## src/rtl/spi_cmd_master.sv

```systemverilog
// rtl/spi_cmd_master.sv - SPI command master: 10-bit command words to SS_n/MOSI frames, 8-bit MISO replies
// One MOSI bit per clk; read-data frames (opcode 11) append a turnaround and an 8-bit capture window.
module spi_cmd_master #(
  parameter int READ_TURNAROUND = 2,
  parameter int MIN_GAP         = 1
) (
  input  logic       clk,
  input  logic       rst_n,
  input  logic       cmd_valid,
  output logic       cmd_ready,
  input  logic [9:0] cmd_data,
  output logic       rsp_valid,
  output logic [7:0] rsp_data,
  output logic       busy,
  output logic       SS_n,
  output logic       MOSI,
  input  logic       MISO
);

  typedef enum logic [2:0] {IDLE, LEAD, SHIFT, TURN, CAPTURE, GAP} state_t;

  state_t     state_q, state_d;
  logic [9:0] sh_q;
  logic       rd_q;
  logic [3:0] cnt_q;
  logic [6:0] cap_q;
  logic       accept;

  assign accept = cmd_valid && (state_q == IDLE);

  always_ff @(posedge clk or negedge rst_n) begin
    if (!rst_n) begin
      state_q <= IDLE;
    end else begin
      state_q <= state_d;
    end
  end

  always_comb begin
    state_d = state_q;
    case (state_q)
      IDLE:    if (cmd_valid) state_d = LEAD;
      LEAD:    state_d = SHIFT;
      SHIFT:   if (cnt_q == 4'd9) state_d = rd_q ? TURN : GAP;
      TURN:    if (cnt_q == 4'(READ_TURNAROUND - 1)) state_d = CAPTURE;
      CAPTURE: if (cnt_q == 4'd7) state_d = GAP;
      GAP:     if (cnt_q == 4'(MIN_GAP - 1)) state_d = IDLE;
      default: state_d = IDLE;
    endcase
  end

  // cnt_q counts cycles spent in the current state and restarts on every transition.
  always_ff @(posedge clk or negedge rst_n) begin
    if (!rst_n) begin
      cnt_q     <= 4'd0;
      sh_q      <= 10'd0;
      rd_q      <= 1'b0;
      cap_q     <= 7'd0;
      rsp_data  <= 8'h00;
      rsp_valid <= 1'b0;
    end else begin
      cnt_q     <= (state_d != state_q || state_q == IDLE) ? 4'd0 : cnt_q + 4'd1;
      rsp_valid <= 1'b0;
      if (accept) begin
        sh_q <= cmd_data;
        rd_q <= &cmd_data[9:8];
      end else if (state_q == SHIFT) begin
        sh_q <= {sh_q[8:0], 1'b0};
      end
      if (state_q == CAPTURE) begin
        cap_q <= {cap_q[5:0], MISO};
        if (cnt_q == 4'd7) begin
          rsp_data  <= {cap_q, MISO};
          rsp_valid <= 1'b1;
        end
      end
    end
  end

  // LEAD repeats the command MSB, so MOSI reads sh_q[9] without shifting in that cycle.
  assign cmd_ready = (state_q == IDLE);
  assign busy      = (state_q != IDLE);
  assign SS_n      = (state_q == IDLE) || (state_q == GAP);
  assign MOSI      = ((state_q == LEAD) || (state_q == SHIFT)) ? sh_q[9] : 1'b0;

endmodule

```

## config.mk

```make
export PLATFORM = sky130hd
export DESIGN_NAME = spi_cmd_master
export DESIGN_NICKNAME = d
export VERILOG_FILES = /design/src/rtl/spi_cmd_master.sv
export SDC_FILE = /design/constraint.sdc
export NUM_CORES = 1
export LEC_CHECK = 0
export ABC_CLOCK_PERIOD_IN_PS = 2100
export CAP_MARGIN = 15
export CELL_PAD_IN_SITES_DETAIL_PLACEMENT = 1
export CELL_PAD_IN_SITES_GLOBAL_PLACEMENT = 1
export CORE_ASPECT_RATIO = 1.75
export CORE_UTILIZATION = 42
export DETAILED_ROUTE_END_ITERATION = 16
export PLACE_DENSITY = 0.84
export SLEW_MARGIN = 30
export SYNTH_ARGS = -nofsm -noshare
export SYNTH_HDL_FRONTEND = slang
export SYNTH_SLANG_ARGS = --single-unit
```

## constraint.sdc

```tcl
create_clock -name clk -period 2.1 [get_ports clk]
set_input_delay 0.63 -clock clk [delete_from_list [all_inputs] [get_ports clk]]
set_output_delay 0.63 -clock clk [all_outputs]
set_load 0.005 [all_outputs]
```

[After elaboration in Yosys (flattened, before gate mapping)]
Index checks and enable logic that the tools add are counted.
Word-level totals
  output and inout port bits: 13
  register bits after elaboration: 34
Cells by class
  add/sub/neg operators: 1
  reduce and logical (&&, ||, !) cells: 10
  mux-type cells: 13
  equality and inequality tests: 9
Operator list (count)
  $mux W10: 2
  $mux W3: 6
  $pmux W3 S6: 1
  $eq A3 B2 Y1 const B: 2
  $eq A3 B3 Y1 const B: 2
  $add A4 B1 Y4 const B: 1
  $eq A4 B1 Y1 const B: 1
  $eq A4 B3 Y1 const B: 1
  $eq A4 B4 Y1 const B: 1
  $logic_not A4 Y1: 1
  $mux W4: 1
  $reduce_and A2 Y1: 2
  $eq A3 B1 Y1 const B: 1
  $logic_not A3 Y1: 1
  $logic_or A1 B1 Y1: 3
  $mux W1: 3
  $ne A3 B3 Y1: 1
  $reduce_bool A3 Y1: 1
  $reduce_bool A2 Y1: 1
  $logic_and A1 B1 Y1: 1

[Longest topological paths before layout]
  depth after elaboration: 6
  depth in mapped cells: 8
  gate-level depth less buffers: 6

[Worst setup path after synthesis]
Ideal clock, no wire load.
  path type: register to output
  from: register state_q[0]
  to: output port MOSI
  data required time: 1.470 ns
  stages on the path, launching flop included: 5
  arrival: 1.100 ns
  path slack: 0.370 ns
  buffers on the path: 2
  cells stage by stage: dfrtp_1 buf_2 buf_1 xor2_1 and3_1
Between the ends
  cells in the longest elaborated chain, start to end: 3
  elaborated cells between the ends (all ways): 4
  those cells by class: eq/ne: 2; mux: 1; reduce/logical: 1
Ends and longest elaborated chain
  start, declared: line 22  | state_t state_q, state_d;
  start signal, assigned: line 35  | state_q <= state_d;
  $eq A3 B1 Y1 / $eq A3 B2 Y1 (equally long branches): line 84  | assign MOSI = ((state_q == LEAD) || (state_q == SHIFT)) ? sh_q[9] : 1'b0;
  $logic_or A1 B1 Y1 *: line 84
  $mux W1 *: line 84
  end, declared: line 16  | output logic MOSI,
Every way passes the cells marked *; elsewhere a longest branch is shown, timed or not.

[Worst setup path after layout]
  from: register state_q[1]
  to: output port MOSI
Same word-level chain as after synthesis.

==> metrics.yaml <==
die:
  die_w_um: 49.2
  dieArea_sq_um: 4160
  fp.dieH_um: 84.6
  num_rows: 29
  core_sq_um: 3660
  start_util_pct: 44.7
  io_pins: 27
synth:
  synth_top_area_share_pct: 52.0
  syn_nets: 151
  synthTopCellsByCount: "dfrtp_1, mux2_2, nand2_1"
  syn_area_sq_um: 1640
  yosys_warnings: 0
  ys_seq_elements: 34
  ys.flop_type: "dfrtp_1"
  seq_area_frac_synth_pct: 52.0
  netlist_top_cells_area: "dfrtp_1, mux2_2, a22o_1, a21o_1, ha_1"
  synthDistinctLibCells: 37
  synth_top_cell_by_area: "dfrtp_1"
  yosysMostFrequentCell: "dfrtp_1"
  synth_area_per_cell_sq_um: 12.2
  syn-instance-count: 134
  synthArstFlopShare_pct: 100
  synth-edff-count: 0
timing:
  fmax_mhz: 494
  holdWs_ns: 0.486
  skew_ns: 0.00728
  finalHoldViolations: 0
  max_slew_margin_pct: 68.3
  setup_viol: 0
  worstMarginPinSlew_ns: 0.475
  post-route-period-util_pct: 96.4
  final.min_clock_period_ns: 2.02
  slew_violations: 0
  rsz0062_at_grt: "no"
  setup_slack_ns: 0.0753
  finalSetupTns_ns: 0
clock_tree:
  numCtsBuffers: 5
  insertion_delay_ns: 0.28
  cts_hold_buf: 0
  clockBufferDepth: 2
  path_clk_slew_ns: 0.07
  htreeDepth: 2
  cts-root-buf: "clkbuf_8"
  clock-sinks: 34
  cts_tree: "done"
routing:
  wl_per_cell_um: 16.7
  wl_met1_um: 1320
  drtPass1Iterations: 4
  vias_per_cell: 5.50
  drtIter0Drc: 20
  drt_wl_total_um: 3620
  ant_nets: 0
  wl_met2_um: 2100
  drc: 0
  met3_length_um: 126
  top_layer_used: "met4"
  vias: 1193
cells_and_area:
  fillers: 403
  multi_input_area_sq_um: 711
  final_util_pct: 57.3
  layout-drive-gt1-share_pct: 25.7
  num_antenna_cells: 0
  syn_to_final_growth_pct: 28.2
  fin_nets: 187
  register_area_sq_um: 851
placed_design:
  dp_hpwl_um: 2660
  io_buffers: 26
  place_congestion: 0.798
  place_ws_ns: 0.118
outcome:
  status: "complete, no violations"
flow_run:
  drv_cap: 0
worst_hold_path:
  hold_depth: 1
  hp-class: "reg -> reg"
  hold_end: "sh_q[9]"
  worstHoldStart: "sh_q[9]"
setup_path:
  crit_path_end_kind: "output port"
  path_delay_family: "buffers and inverters"
  r2r-end: "cnt_q[2]"
  worst-r2r-setup-slack_ns: 0.12
  r2r_start: "state_q[0]"
  critPathKind: "reg -> out"
  arrival_ns: 1.39
  worst_path_largest_cell_delay_ns: 0.39
  crit_path_top_delay_cell: "dfrtp_1"
  worstRegToRegCells: 6
  crit_path_max_fanout: 2
  worstPathRequired_ns: 1.47
  crit_chain: "buf_4, xor2_1, and3_1, dlygate4sd2_1"
  worst_setup_path_start_kind: "flop"
  path_buf_inv: 2
global_routing:
  overflow: 0
  grt_start_max_net_pins: 35
  grt_pass1_wl_um: 6380
  grt_usage_pct: 20.3
  antenna_found_initial: 0
  grt_pass1_vias: 1354
power:
  vdd_drop_max_uv: 712
  powerDensity_nw_per_um2: 1220
  p_leak_uw: 0.00105
-- sequential cells by signal, indices dropped and copies added (netlist names) --
signal,cells
rsp_valid,1
sh_q,10
cnt_q,4
cap_q,7
state_q,3
rd_q,1
rsp_data,8
-- layout by cell type (no fill, tap or decap), types with 2 or more instances in the layout --
cell type,count
clkbuf_8,5
a21o_1,8
nand2_1,9
ha_1,3
nor2_2,2
dlygate4sd2_1,2
nor3b_1,4
nand2b_1,3
nand3_1,2
o22ai_1,3
a22o_1,7
nor2_1,4
o21ai_0,4
inv_2,2
nor3_1,3
inv_1,3
xor2_1,3
mux2i_1,2
nor2b_1,2
clkdlybuf4s50_1,22
bufinv_16,2
dfrtp_1,34
mux2_2,15
buf_4,10
-- per-stage QoR --
step | total power [uW] | cell area, sq um | cells
after floorplan | 1540 | 1640 | 134
after global placement | 1790 | 1940 | 205
after detailed placement | 1840 | 1940 | 205
after CTS | 2590 | 2100 | 217
after global routing | 2710 | 2100 | 217
final | 2550 | 2100 | 217
-- worst max path at each step --
stage                endpoint  cells after the start  slack [ns]       start
floorplan                MOSI                      4        0.37  state_q[0]
global placement    cmd_ready                      3        0.14  state_q[1]
detailed placement  cmd_ready                      3        0.12  state_q[1]
CTS                      busy                      3        0.01  state_q[1]
global route             MOSI                      4        0.02  state_q[1]
finish                   MOSI                      4        0.08  state_q[1]
-- final cells by class --
type                    count  share of cell area (%)
multi-input cells          88                    33.9
flip-flops and latches     34                    40.5
repair buffers             36                    15.4
inverters                   5                   0.894
clock inverters             3                    3.28
clock buffers               5                    3.28
well taps                  46                    2.74
-- cell families after synthesis --
kind of cell | share of synthesized area (%)
multiplexers | 11.5
adder cells (fa/ha/maj) | 2.29
AO/OA/AOI/OAI | 13.6
XOR/XNOR | 2.14
AND/OR/NAND/NOR | 13.8
buffers and inverters | 4.59
flip-flops | 52.0
-- timing repair --
item,in CTS,in global routing
setup buffers,4,0
gates resized for setup,7,1
pin swaps,1,0
endpoints found under the setup margin,4,1
-- report_power, final --
group | leakage, uW | total (uW) | internal [uW] | switching, uW
Clock | 0.0000683 | 713 | 475 | 238
Sequential | 0.000456 | 897 | 796 | 101
Combinational | 0.000529 | 943 | 447 | 496
Total | 0.00105 | 2550 | 1720 | 835
-- layer usage --
layer  track usage, %  vias to the layer above
li1                 -                      551
met1             20.5                      609
met2             38.7                       25
met3             4.35                        8
met4             7.75                        0
met5                0                        -
Power figures use the tool's default switching activity.
